<file path="src/rtl/jc_phase_decoder_if.sv">
// jc_phase_decoder_if: bundle between a 3-bit-style Johnson counter consumer and the
// phase decoder. The master modport belongs to whoever feeds the code and clears the
// sticky error; the slave modport is the decoder itself.
interface jc_phase_decoder_if #(
  parameter int unsigned N     = 3,
  parameter int unsigned REV_W = 8
);
  localparam int unsigned PW = $clog2(2 * N);

  logic [N-1:0]     i_Q;
  logic             i_err_clr;
  logic [PW-1:0]    o_phase;
  logic [2*N-1:0]   o_onehot;
  logic             o_valid;
  logic             o_step;
  logic             o_wrap;
  logic             o_dir;
  logic [REV_W-1:0] o_rev_cnt;
  logic             o_err;
  logic             o_err_sticky;

  modport master (
    output i_Q,
    output i_err_clr,
    input  o_phase,
    input  o_onehot,
    input  o_valid,
    input  o_step,
    input  o_wrap,
    input  o_dir,
    input  o_rev_cnt,
    input  o_err,
    input  o_err_sticky
  );

  modport slave (
    input  i_Q,
    input  i_err_clr,
    output o_phase,
    output o_onehot,
    output o_valid,
    output o_step,
    output o_wrap,
    output o_dir,
    output o_rev_cnt,
    output o_err,
    output o_err_sticky
  );
endinterface

</file>
<file path="src/rtl/jc_phase_decoder.sv">
// jc_phase_decoder: validates an N-bit Johnson code against the legal 2N-state ring,
// decodes it to a phase index / one-hot vector, emits step and wrap pulses, counts
// revolutions and flags illegal codes or skipped states.
// Optional feature: define JC_DEC_REVERSE_EN to accept reverse stepping (o_dir, reverse
// wrap decrements o_rev_cnt). Without it a reverse step is treated as a skip.
module jc_phase_decoder #(
  parameter int unsigned N     = 3,
  parameter int unsigned REV_W = 8
) (
  input  logic              i_clk,
  input  logic              i_rst,
  jc_phase_decoder_if.slave io_bus
);
  localparam int unsigned   NumPh  = 2 * N;
  localparam int unsigned   PW     = $clog2(NumPh);
  localparam logic [PW-1:0] LastPh = PW'(NumPh - 1);
  localparam logic [N-1:0]  Ones   = '1;

  typedef enum logic [1:0] {StIdle, StAcq, StLock} state_e;

  // Legal code for phase k, MSB first: k<=N fills ones from the top, k>N drains them.
  function automatic logic [N-1:0] code_of(input int unsigned k);
    return (k <= N) ? ~(Ones >> k) : (Ones >> (k - N));
  endfunction

  // Registered state and outputs
  logic [N-1:0]     r_q;
  logic [N-1:0]     r_qp;
  state_e           r_state;
  logic [PW-1:0]    r_phase;
  logic [NumPh-1:0] r_onehot;
  logic             r_valid;
  logic             r_step;
  logic             r_wrap;
  logic             r_err;
  logic             r_err_sticky;
  logic [REV_W-1:0] r_rev_cnt;
`ifdef JC_DEC_REVERSE_EN
  logic             r_dir;
`endif

  // Decode / classification wires
  logic             w_q_legal;
  logic             w_p_legal;
  logic [PW-1:0]    w_q_phase;
  logic [PW-1:0]    w_p_phase;
  logic [PW-1:0]    w_next_ph;
  logic             w_hold;
  logic             w_fwd;
  logic             w_fwd_wrap;
  logic             w_adv;
  logic             w_wrap;
`ifdef JC_DEC_REVERSE_EN
  logic [PW-1:0]    w_prev_ph;
  logic             w_rev;
  logic             w_rev_wrap;
`endif

  // Look up the current and previous sampled codes in the legal ring
  always_comb begin
    w_q_legal = 1'b0;
    w_p_legal = 1'b0;
    w_q_phase = '0;
    w_p_phase = '0;
    for (int unsigned k = 0; k < NumPh; k++) begin
      if (r_q == code_of(k)) begin
        w_q_legal = 1'b1;
        w_q_phase = PW'(k);
      end
      if (r_qp == code_of(k)) begin
        w_p_legal = 1'b1;
        w_p_phase = PW'(k);
      end
    end
  end

  // Classify the q_p -> q_r transition as hold / forward / (reverse) / error
  always_comb begin
    w_next_ph  = (w_p_phase == LastPh) ? '0 : w_p_phase + PW'(1);
    w_hold     = w_q_legal && (r_q == r_qp);
    w_fwd      = w_q_legal && w_p_legal && !w_hold && (w_q_phase == w_next_ph);
    w_fwd_wrap = w_fwd && (w_p_phase == LastPh);
`ifdef JC_DEC_REVERSE_EN
    w_prev_ph  = (w_p_phase == '0) ? LastPh : w_p_phase - PW'(1);
    w_rev      = w_q_legal && w_p_legal && !w_hold && (w_q_phase == w_prev_ph);
    w_rev_wrap = w_rev && (w_p_phase == '0);
    w_adv      = w_fwd || w_rev;
    w_wrap     = w_fwd_wrap || w_rev_wrap;
`else
    w_adv      = w_fwd;
    w_wrap     = w_fwd_wrap;
`endif
  end

  // Input pipeline, lock FSM and all registered outputs
  always_ff @(posedge i_clk) begin
    if (i_rst) begin
      r_q          <= '0;
      r_qp         <= '0;
      r_state      <= StIdle;
      r_phase      <= '0;
      r_onehot     <= '0;
      r_valid      <= 1'b0;
      r_step       <= 1'b0;
      r_wrap       <= 1'b0;
      r_err        <= 1'b0;
      r_err_sticky <= 1'b0;
      r_rev_cnt    <= '0;
`ifdef JC_DEC_REVERSE_EN
      r_dir        <= 1'b0;
`endif
    end else begin
      r_q    <= io_bus.i_Q;
      r_qp   <= r_q;
      r_step <= 1'b0;
      r_wrap <= 1'b0;
      r_err  <= 1'b0;
      if (w_q_legal) begin
        r_phase <= w_q_phase;
      end
      // A new error later in this block overrides the clear
      if (io_bus.i_err_clr) begin
        r_err_sticky <= 1'b0;
      end

      unique case (r_state)
        StIdle: begin
          r_valid  <= 1'b0;
          r_onehot <= '0;
          if (w_q_legal) begin
            r_state <= StAcq;
          end
        end
        StAcq, StLock: begin
          if (w_hold) begin
            // Nothing moves; o_valid / o_onehot keep their values
          end else if (w_adv) begin
            r_state  <= StLock;
            r_valid  <= 1'b1;
            r_onehot <= NumPh'(1) << w_q_phase;
            // The locking step itself is not reported as a step, but a wrap still counts
            r_step   <= (r_state == StLock);
            r_wrap   <= w_wrap;
`ifdef JC_DEC_REVERSE_EN
            r_dir    <= w_rev;
            if (w_fwd_wrap) begin
              r_rev_cnt <= r_rev_cnt + REV_W'(1);
            end else if (w_rev_wrap) begin
              r_rev_cnt <= r_rev_cnt - REV_W'(1);
            end
`else
            if (w_fwd_wrap) begin
              r_rev_cnt <= r_rev_cnt + REV_W'(1);
            end
`endif
          end else begin
            r_state      <= StIdle;
            r_valid      <= 1'b0;
            r_onehot     <= '0;
            r_err        <= 1'b1;
            r_err_sticky <= 1'b1;
          end
        end
        default: begin
          r_state  <= StIdle;
          r_valid  <= 1'b0;
          r_onehot <= '0;
        end
      endcase
    end
  end

  assign io_bus.o_phase      = r_phase;
  assign io_bus.o_onehot     = r_onehot;
  assign io_bus.o_valid      = r_valid;
  assign io_bus.o_step       = r_step;
  assign io_bus.o_wrap       = r_wrap;
  assign io_bus.o_rev_cnt    = r_rev_cnt;
  assign io_bus.o_err        = r_err;
  assign io_bus.o_err_sticky = r_err_sticky;
`ifdef JC_DEC_REVERSE_EN
  assign io_bus.o_dir        = r_dir;
`else
  assign io_bus.o_dir        = 1'b0;
`endif

endmodule
</file>
<file path="src/flat_wrapper.sv">
// flat-port wrapper written by rule: the top's interface ports become plain ports
module jc_phase_decoder_flat 
#(
  parameter int unsigned N     = 3,
  parameter int unsigned REV_W = 8
)
  (i_clk, i_rst, io_bus_i_Q, io_bus_i_err_clr, io_bus_o_phase, io_bus_o_onehot, io_bus_o_valid, io_bus_o_step, io_bus_o_wrap, io_bus_o_dir, io_bus_o_rev_cnt, io_bus_o_err, io_bus_o_err_sticky);
  jc_phase_decoder_if #(.N(N), .REV_W(REV_W)) io_bus_i ();
  input  logic i_clk;
  input  logic i_rst;
  input wire logic [$bits(io_bus_i.i_Q)-1:0] io_bus_i_Q;
  input wire logic [$bits(io_bus_i.i_err_clr)-1:0] io_bus_i_err_clr;
  output wire logic [$bits(io_bus_i.o_phase)-1:0] io_bus_o_phase;
  output wire logic [$bits(io_bus_i.o_onehot)-1:0] io_bus_o_onehot;
  output wire logic [$bits(io_bus_i.o_valid)-1:0] io_bus_o_valid;
  output wire logic [$bits(io_bus_i.o_step)-1:0] io_bus_o_step;
  output wire logic [$bits(io_bus_i.o_wrap)-1:0] io_bus_o_wrap;
  output wire logic [$bits(io_bus_i.o_dir)-1:0] io_bus_o_dir;
  output wire logic [$bits(io_bus_i.o_rev_cnt)-1:0] io_bus_o_rev_cnt;
  output wire logic [$bits(io_bus_i.o_err)-1:0] io_bus_o_err;
  output wire logic [$bits(io_bus_i.o_err_sticky)-1:0] io_bus_o_err_sticky;
  assign io_bus_i.i_Q = io_bus_i_Q;
  assign io_bus_i.i_err_clr = io_bus_i_err_clr;
  assign io_bus_o_phase = io_bus_i.o_phase;
  assign io_bus_o_onehot = io_bus_i.o_onehot;
  assign io_bus_o_valid = io_bus_i.o_valid;
  assign io_bus_o_step = io_bus_i.o_step;
  assign io_bus_o_wrap = io_bus_i.o_wrap;
  assign io_bus_o_dir = io_bus_i.o_dir;
  assign io_bus_o_rev_cnt = io_bus_i.o_rev_cnt;
  assign io_bus_o_err = io_bus_i.o_err;
  assign io_bus_o_err_sticky = io_bus_i.o_err_sticky;
  jc_phase_decoder #(.N(N), .REV_W(REV_W)) u_core (.i_clk(i_clk), .i_rst(i_rst), .io_bus(io_bus_i));
endmodule
</file>
<file path="config.mk">
export PLATFORM = sky130hd
export DESIGN_NAME = jc_phase_decoder_flat
export DESIGN_NICKNAME = d
export VERILOG_FILES = /design/src/rtl/jc_phase_decoder_if.sv /design/src/rtl/jc_phase_decoder.sv /design/src/flat_wrapper.sv
export SDC_FILE = /design/constraint.sdc
export NUM_CORES = 1
export LEC_CHECK = 0
export BUFFER_PORTS_ARGS = -buffer_cell sky130_fd_sc_hd__buf_4
export CORE_MARGIN = 2
export CORE_UTILIZATION = 45
export DETAILED_ROUTE_END_ITERATION = 6
export GPL_TIMING_DRIVEN = 0
export PLACE_DENSITY = 0.75
export SYNTH_ARGS = -nofsm -noshare
export SYNTH_HDL_FRONTEND = slang
export SYNTH_SLANG_ARGS = --single-unit
</file>
<file path="constraint.sdc">
create_clock -name i_clk -period 2.5 [get_ports i_clk]
set_input_delay 0.25 -clock i_clk [delete_from_list [all_inputs] [get_ports i_clk]]
set_output_delay 0.25 -clock i_clk [all_outputs]
set_load 0.01 [all_outputs]
</file>
==> impl_metrics.tcl, run 1 <==
set metrics [dict create \
    nets 201 \
    gr-total-overflow 0 \
    worst-endpoint-required_ns 2.76 \
    clk_latency_ns 0.33 \
    die_area_sq_mm 0.00368 \
    fin_crit_ns 1.82 \
    async_reset_ff_frac 0 \
    grt_first_pass_wirelength_um 5200 \
    cts_buffers 5 \
    whs_ns 0.0991 \
    synth_mux_area_frac 0.0139 \
    core_sq_mm 0.00305 \
    p_leak_uw 0.000697 \
    synth_top_family_by_area "simple AND/OR/NAND/NOR gates" \
    worstSetupEndpointType "register" \
    layout_common_cells "30 x dfxtp_1, 28 x buf_4, 13 x a21oi_1" \
    n_antenna_cell 0 \
    grt_max_degree 11 \
    drt-total-wl_um 3010 \
    io_buffers 27 \
    hold_viol 0 \
    whs_path_depth 2 \
    mostFrequentLayoutCell "dfxtp_1" \
    wl_per_cell_um 12.8 \
    post_synth_and_or_nand_nor_area_fraction 0.258 \
    critPathMaxFanout 9 \
    initial_core_util 0.473 \
    multi_input_area_sq_um 781 \
    drt_iter0_markers 56 \
    peakVddDrop_v 0.000284 \
    syn_avg_cell_area_sq_um 9.26 \
    tns_ns 0 \
    dp_hpwl_um 2210 \
    cts_tree "done" \
    post-place-ws_ns 0.713 \
    netlist_area_sq_mm 0.00144 \
    powerDensity_mw_per_mm2 537 \
    grt_pass1_vias 1201 \
    drc 0 \
    synth-main-ff-cell "dfxtp_1" \
    rsz0062_at_grt "no" \
    dieWidth_um 60.6 \
    synth-edff-count 0 \
    post-cts-setup-buffers 0 \
    ys_ff_latch 30 \
    synth_nets 167 \
    setup_viol 0 \
    startpoint_type "register" \
    first_pass_iters 4 \
    syn_inst 156 \
    synthXorXnorAreaFrac 0.0303 \
    clockBufferDepth 2 \
    yosys_warnings 0 \
    timing_worst_setup_path_type "reg -> reg" \
    nFillCells 293 \
    gp_congestion 0.805 \
    ctsResizeCount 0 \
    rows 20 \
    yosys.area_share.adder 0.0433 \
    skew_ns 0.0105 \
    die_h_um 60.6 \
    grtUsageTotal 0.193 \
    path_clk_slew_ns 0.09 \
    vias 1223 \
    crit_arrival_ns 2.08 \
    antenna_found_initial 0 \
    register_area_sq_um 601 \
    slew_viol_final 0 \
    status "finished clean" \
    worst_slack_ns 0.683 \
    postCtsHoldBufs 0 \
    hold_path.class "in -> reg" \
    maxCapViolCount 0 \
    period_share 0.727 \
    synth.distinct_cells 45 \
    cts_root_buf "clkbuf_4" \
    drtAntennaViolNets 0 \
    fmax_ghz 0.550 \
    cts_max_level 2 \
    area_growth_pct 22.0 \
    ioPinCount 29 \
    viasPerCell 5.20 \
    r2r_cells 5 \
    synth_compound_area_frac 0.192 \
    seq_area_frac_synth 0.416 \
    drive_gt1_frac 0.246 \
    cts_sinks 30 \
]
==> flip-flops by register name (all words and copies together), names as in the netlist <==
register	cells
u_core.io_bus.o_wrap	1
u_core.io_bus.o_rev_cnt	8
u_core.r_q	3
u_core.io_bus.o_err_sticky	1
u_core.io_bus.o_onehot	6
u_core.io_bus.o_step	1
u_core.r_qp	3
u_core.io_bus.o_valid	1
u_core.io_bus.o_phase	3
u_core.io_bus.o_err	1
u_core.r_state	2
==> synthesized netlist by cell type (2+ instances only) <==
cell,count,share of area
dfxtp_1,30,0.42
a21oi_1,13,0.045
nand2_1,9,0.023
nor2_1,9,0.023
nor2b_1,8,0.035
o21ai_1,7,0.024
nand2b_1,6,0.026
ha_1,5,0.043
inv_1,5,0.013
o21ai_0,5,0.017
xor2_1,5,0.030
clkbuf_1,4,0.010
nand4_1,4,0.017
or4_1,4,0.021
o31ai_1,3,0.016
or2_2,3,0.013
a211oi_1,2,0.010
buf_2,2,0.0069
mux2i_1,2,0.014
nor3b_1,2,0.010
o2111ai_1,2,0.012
o32ai_1,2,0.012
or2_1,2,0.0087
==> layer usage <==
metal / track usage / up-vias / share of wire
li1: - / 628 / -
met5: 0 / - / 0
met4: 0.0683 / 0 / 0.015
met1: 0.230 / 553 / 0.45
met3: 0.0746 / 6 / 0.063
met2: 0.316 / 36 / 0.47
==> through the flow <==
step / instance area [sq um] / util / cells / power [uW]
finish: 1760 / 0.577 / 235 / 946
global route: 1760 / 0.577 / 235 / 998
CTS: 1760 / 0.577 / 235 / 955
detailed placement: 1700 / 0.557 / 227 / 653
global placement: 1700 / 0.557 / 227 / 646
floorplan: 1440 / - / 156 / 613
==> layout make-up <==
type / count / share of cell area
Inverter: 5 / 0.0107
Clock inverter: 1 / 0.00284
Clock buffer: 7 / 0.0312
Multi-Input combinational cell: 113 / 0.443
Buffer: 8 / 0.0249
Tap cell: 44 / 0.0312
Timing Repair Buffer: 27 / 0.115
Sequential cell: 30 / 0.341
==> worst paths after layout <==
kind	end	startpoint	slack [ns]
max	u_core.io_bus.o_rev_cnt[6]$_SDFFE_PP0P_	u_core.r_q[1]$_SDFF_PP0_	0.68
min	u_core.io_bus.o_err_sticky$_SDFF_PP0_	io_bus_i_err_clr	0.1
max reg2reg	u_core.io_bus.o_rev_cnt[6]$_SDFFE_PP0P_	u_core.r_q[1]$_SDFF_PP0_	0.68
min reg2reg	u_core.io_bus.o_onehot[0]$_SDFFE_PP0N_	u_core.io_bus.o_onehot[0]$_SDFFE_PP0N_	0.48
==> power breakdown <==
group          internal [uW]  switching [uW]
registers                494            15.0
logic                   57.2            75.0
clock network            136             168
==> logic make-up (layout without fill, tap and decap cells) <==
kind of cell    count (synthesis)  count (layout)
xor+xnor                        5               5
compound gates                 41              41
simple gates                   59              59
buf+inv                        13              48
flops                          30              30
fa+ha+maj                       5               5
mux                             2               2
other cells                     1               1
==> worst max-delay path, cell delays in order (launching register included) <==
cell and delay, ns:
dfxtp_1 0.32, buf_6 0.13, nor4_4 0.42, nand3_4 0.18, or4_1 0.54, a21oi_1 0.15
Note: power is estimated with default switching activity, not from simulation.
==> run 2: changes to the inputs <==
- clock period: 2.5 -> 1.7 ns (I/O delays scaled with it)
==> run 2 against run 1 <==
Compared with the run above: first-iteration DRC count shrank 29%; critical path depth did not move; sequential cell count did not move; clock skew barely moved; sequential power is 48% higher; non-clock buffer count is 8 higher; count of clock-buffer cells in the layout unchanged; core utilization up 5.3 points; clock power is 46% higher.
==> impl_metrics.tcl, run 2 (synthesis results as in run 1) <==
set metrics [dict create \
    hold_path.class "in -> reg" \
    worst_pin_slew_ns 0.509 \
    cts_root_buf "clkbuf_4" \
    stdcell_area_sq_mm 0.00192 \
    grt_max_degree 11 \
    grt_first_pass_wirelength_um 5260 \
    cts_buffers 5 \
    antenna_found_initial 0 \
    worst_slack_ns 0.0352 \
    nFillCells 279 \
    worst-endpoint-required_ns 1.90 \
    wl_per_cell_um 13.4 \
    drt_iter0_markers 40 \
    fmax_ghz 0.601 \
    viasPerCell 5.21 \
    die_h_um 60.6 \
    dpl_cell_area_sq_mm 0.00170 \
    status "finished clean" \
    rows 20 \
    vias 1267 \
    layout_common_cells "35 x buf_4, 23 x dfxtp_1, 10 x a21oi_1" \
    period_share 0.979 \
    cts_tree "done" \
    slew_viol_final 0 \
    post-place-ws_ns -0.0870 \
    dp_hpwl_um 2210 \
    max-slew-margin-rel 0.661 \
    peakVddDrop_v 0.000461 \
    n_antenna_cell 0 \
    dieWidth_um 60.6 \
    startpoint_type "register" \
    path_clk_slew_ns 0.10 \
    clockBufferDepth 2 \
    cp_cell_sequence "nor4_4 -> nand3_4 -> buf_4 -> o31ai_1 -> a21oi_2" \
    grtUsageTotal 0.195 \
    hold_viol 0 \
    worstSetupEndpointType "register" \
    slowest_stage "dfxtp_4" \
    setup_viol 0 \
    maxCapViolCount 0 \
    cts_max_level 2 \
    drt-total-wl_um 3260 \
    mostFrequentLayoutCell "buf_4" \
    register_area_sq_um 614 \
    tns_ns 0 \
    timing_worst_setup_path_type "reg -> reg" \
    skew_ns 0.0109 \
    crit_arrival_ns 1.87 \
    multi_input_area_sq_um 855 \
    powerDensity_mw_per_mm2 740 \
    cts_sinks 30 \
    io_buffers 27 \
    critPathMaxFanout 6 \
    drive_gt1_frac 0.367 \
    gp_congestion 0.805 \
    critPathMaxStageDelay_ns 0.37 \
    first_pass_iters 4 \
    core_sq_mm 0.00305 \
    clk_latency_ns 0.33 \
    p_leak_uw 0.000744 \
    gr-total-overflow 0 \
    fin_crit_ns 1.66 \
    nets 209 \
    ioPinCount 29 \
    whs_ns 0.0554 \
    drc 0 \
    drtAntennaViolNets 0 \
    grt_pass1_vias 1219 \
    die_area_sq_mm 0.00368 \
    largest_register_ffs 8 \
    initial_core_util 0.473 \
    area_growth_pct 33.2 \
    p_total_uw 1420 \
]
run 2: area by class of cell:
type                    count  area share
clock inverters             1     0.00260
flip-flops and latches     30       0.319
well taps                  44      0.0286
repair buffers             36       0.148
inverters                   5     0.00976
clock buffers               7      0.0286
multi-input cells         113       0.444
plain buffers               7      0.0182
run 2: power by group:
group	leakage, uW	internal, uW	switching (uW)
clock	0.0000353	200	243
combinational	0.000462	106	122
sequential	0.000247	727	24.3
total	0.000744	1030	390
run 2: repair_timing:
action                                 4_1_cts  5_1_grt
pin swaps                                    2       10
setup endpoints to repair                   10       16
endpoints found under the hold margin        1        0
resized for setup                            6       19
setup buffers                                3        5
hold buffers                                 1        0
run 2: metrics by stage:
stage | util | cells
after floorplan | - | 156
after global placement | 0.557 | 227
after detailed placement | 0.557 | 227
after CTS | 0.602 | 239
after global routing | 0.630 | 243
final | 0.630 | 243
run 2: critical path, delay by kind of cell (launching register included):
kind | cells | cell delay [ns]
AO/OA/AOI/OAI | 2 | 0.48
buffers and inverters | 1 | 0.18
flip-flops | 1 | 0.37
AND/OR/NAND/NOR | 2 | 0.51
run 2: final timing paths:
kind | from | endpoint | slack (ns) | depth (start not counted)
max reg2reg | u_core.r_qp[1]$_SDFF_PP0_ | u_core.io_bus.o_rev_cnt[5]$_SDFFE_PP0P_ | 0.04 | 5
min reg2reg | u_core.io_bus.o_onehot[0]$_SDFFE_PP0N_ | u_core.io_bus.o_onehot[0]$_SDFFE_PP0N_ | 0.48 | 2
min | io_bus_i_Q[1] | u_core.r_q[1]$_SDFF_PP0_ | 0.06 | 2
max | u_core.r_qp[1]$_SDFF_PP0_ | u_core.io_bus.o_rev_cnt[5]$_SDFFE_PP0P_ | 0.04 | 5
run 2: per-layer routing:
metal / part of all wire / up-vias / track usage
met5: 0 / - / 0
met4: 0.021 / 0 / 0.0683
met3: 0.053 / 7 / 0.0746
met2: 0.48 / 32 / 0.327
met1: 0.45 / 588 / 0.227
li1: - / 640 / -
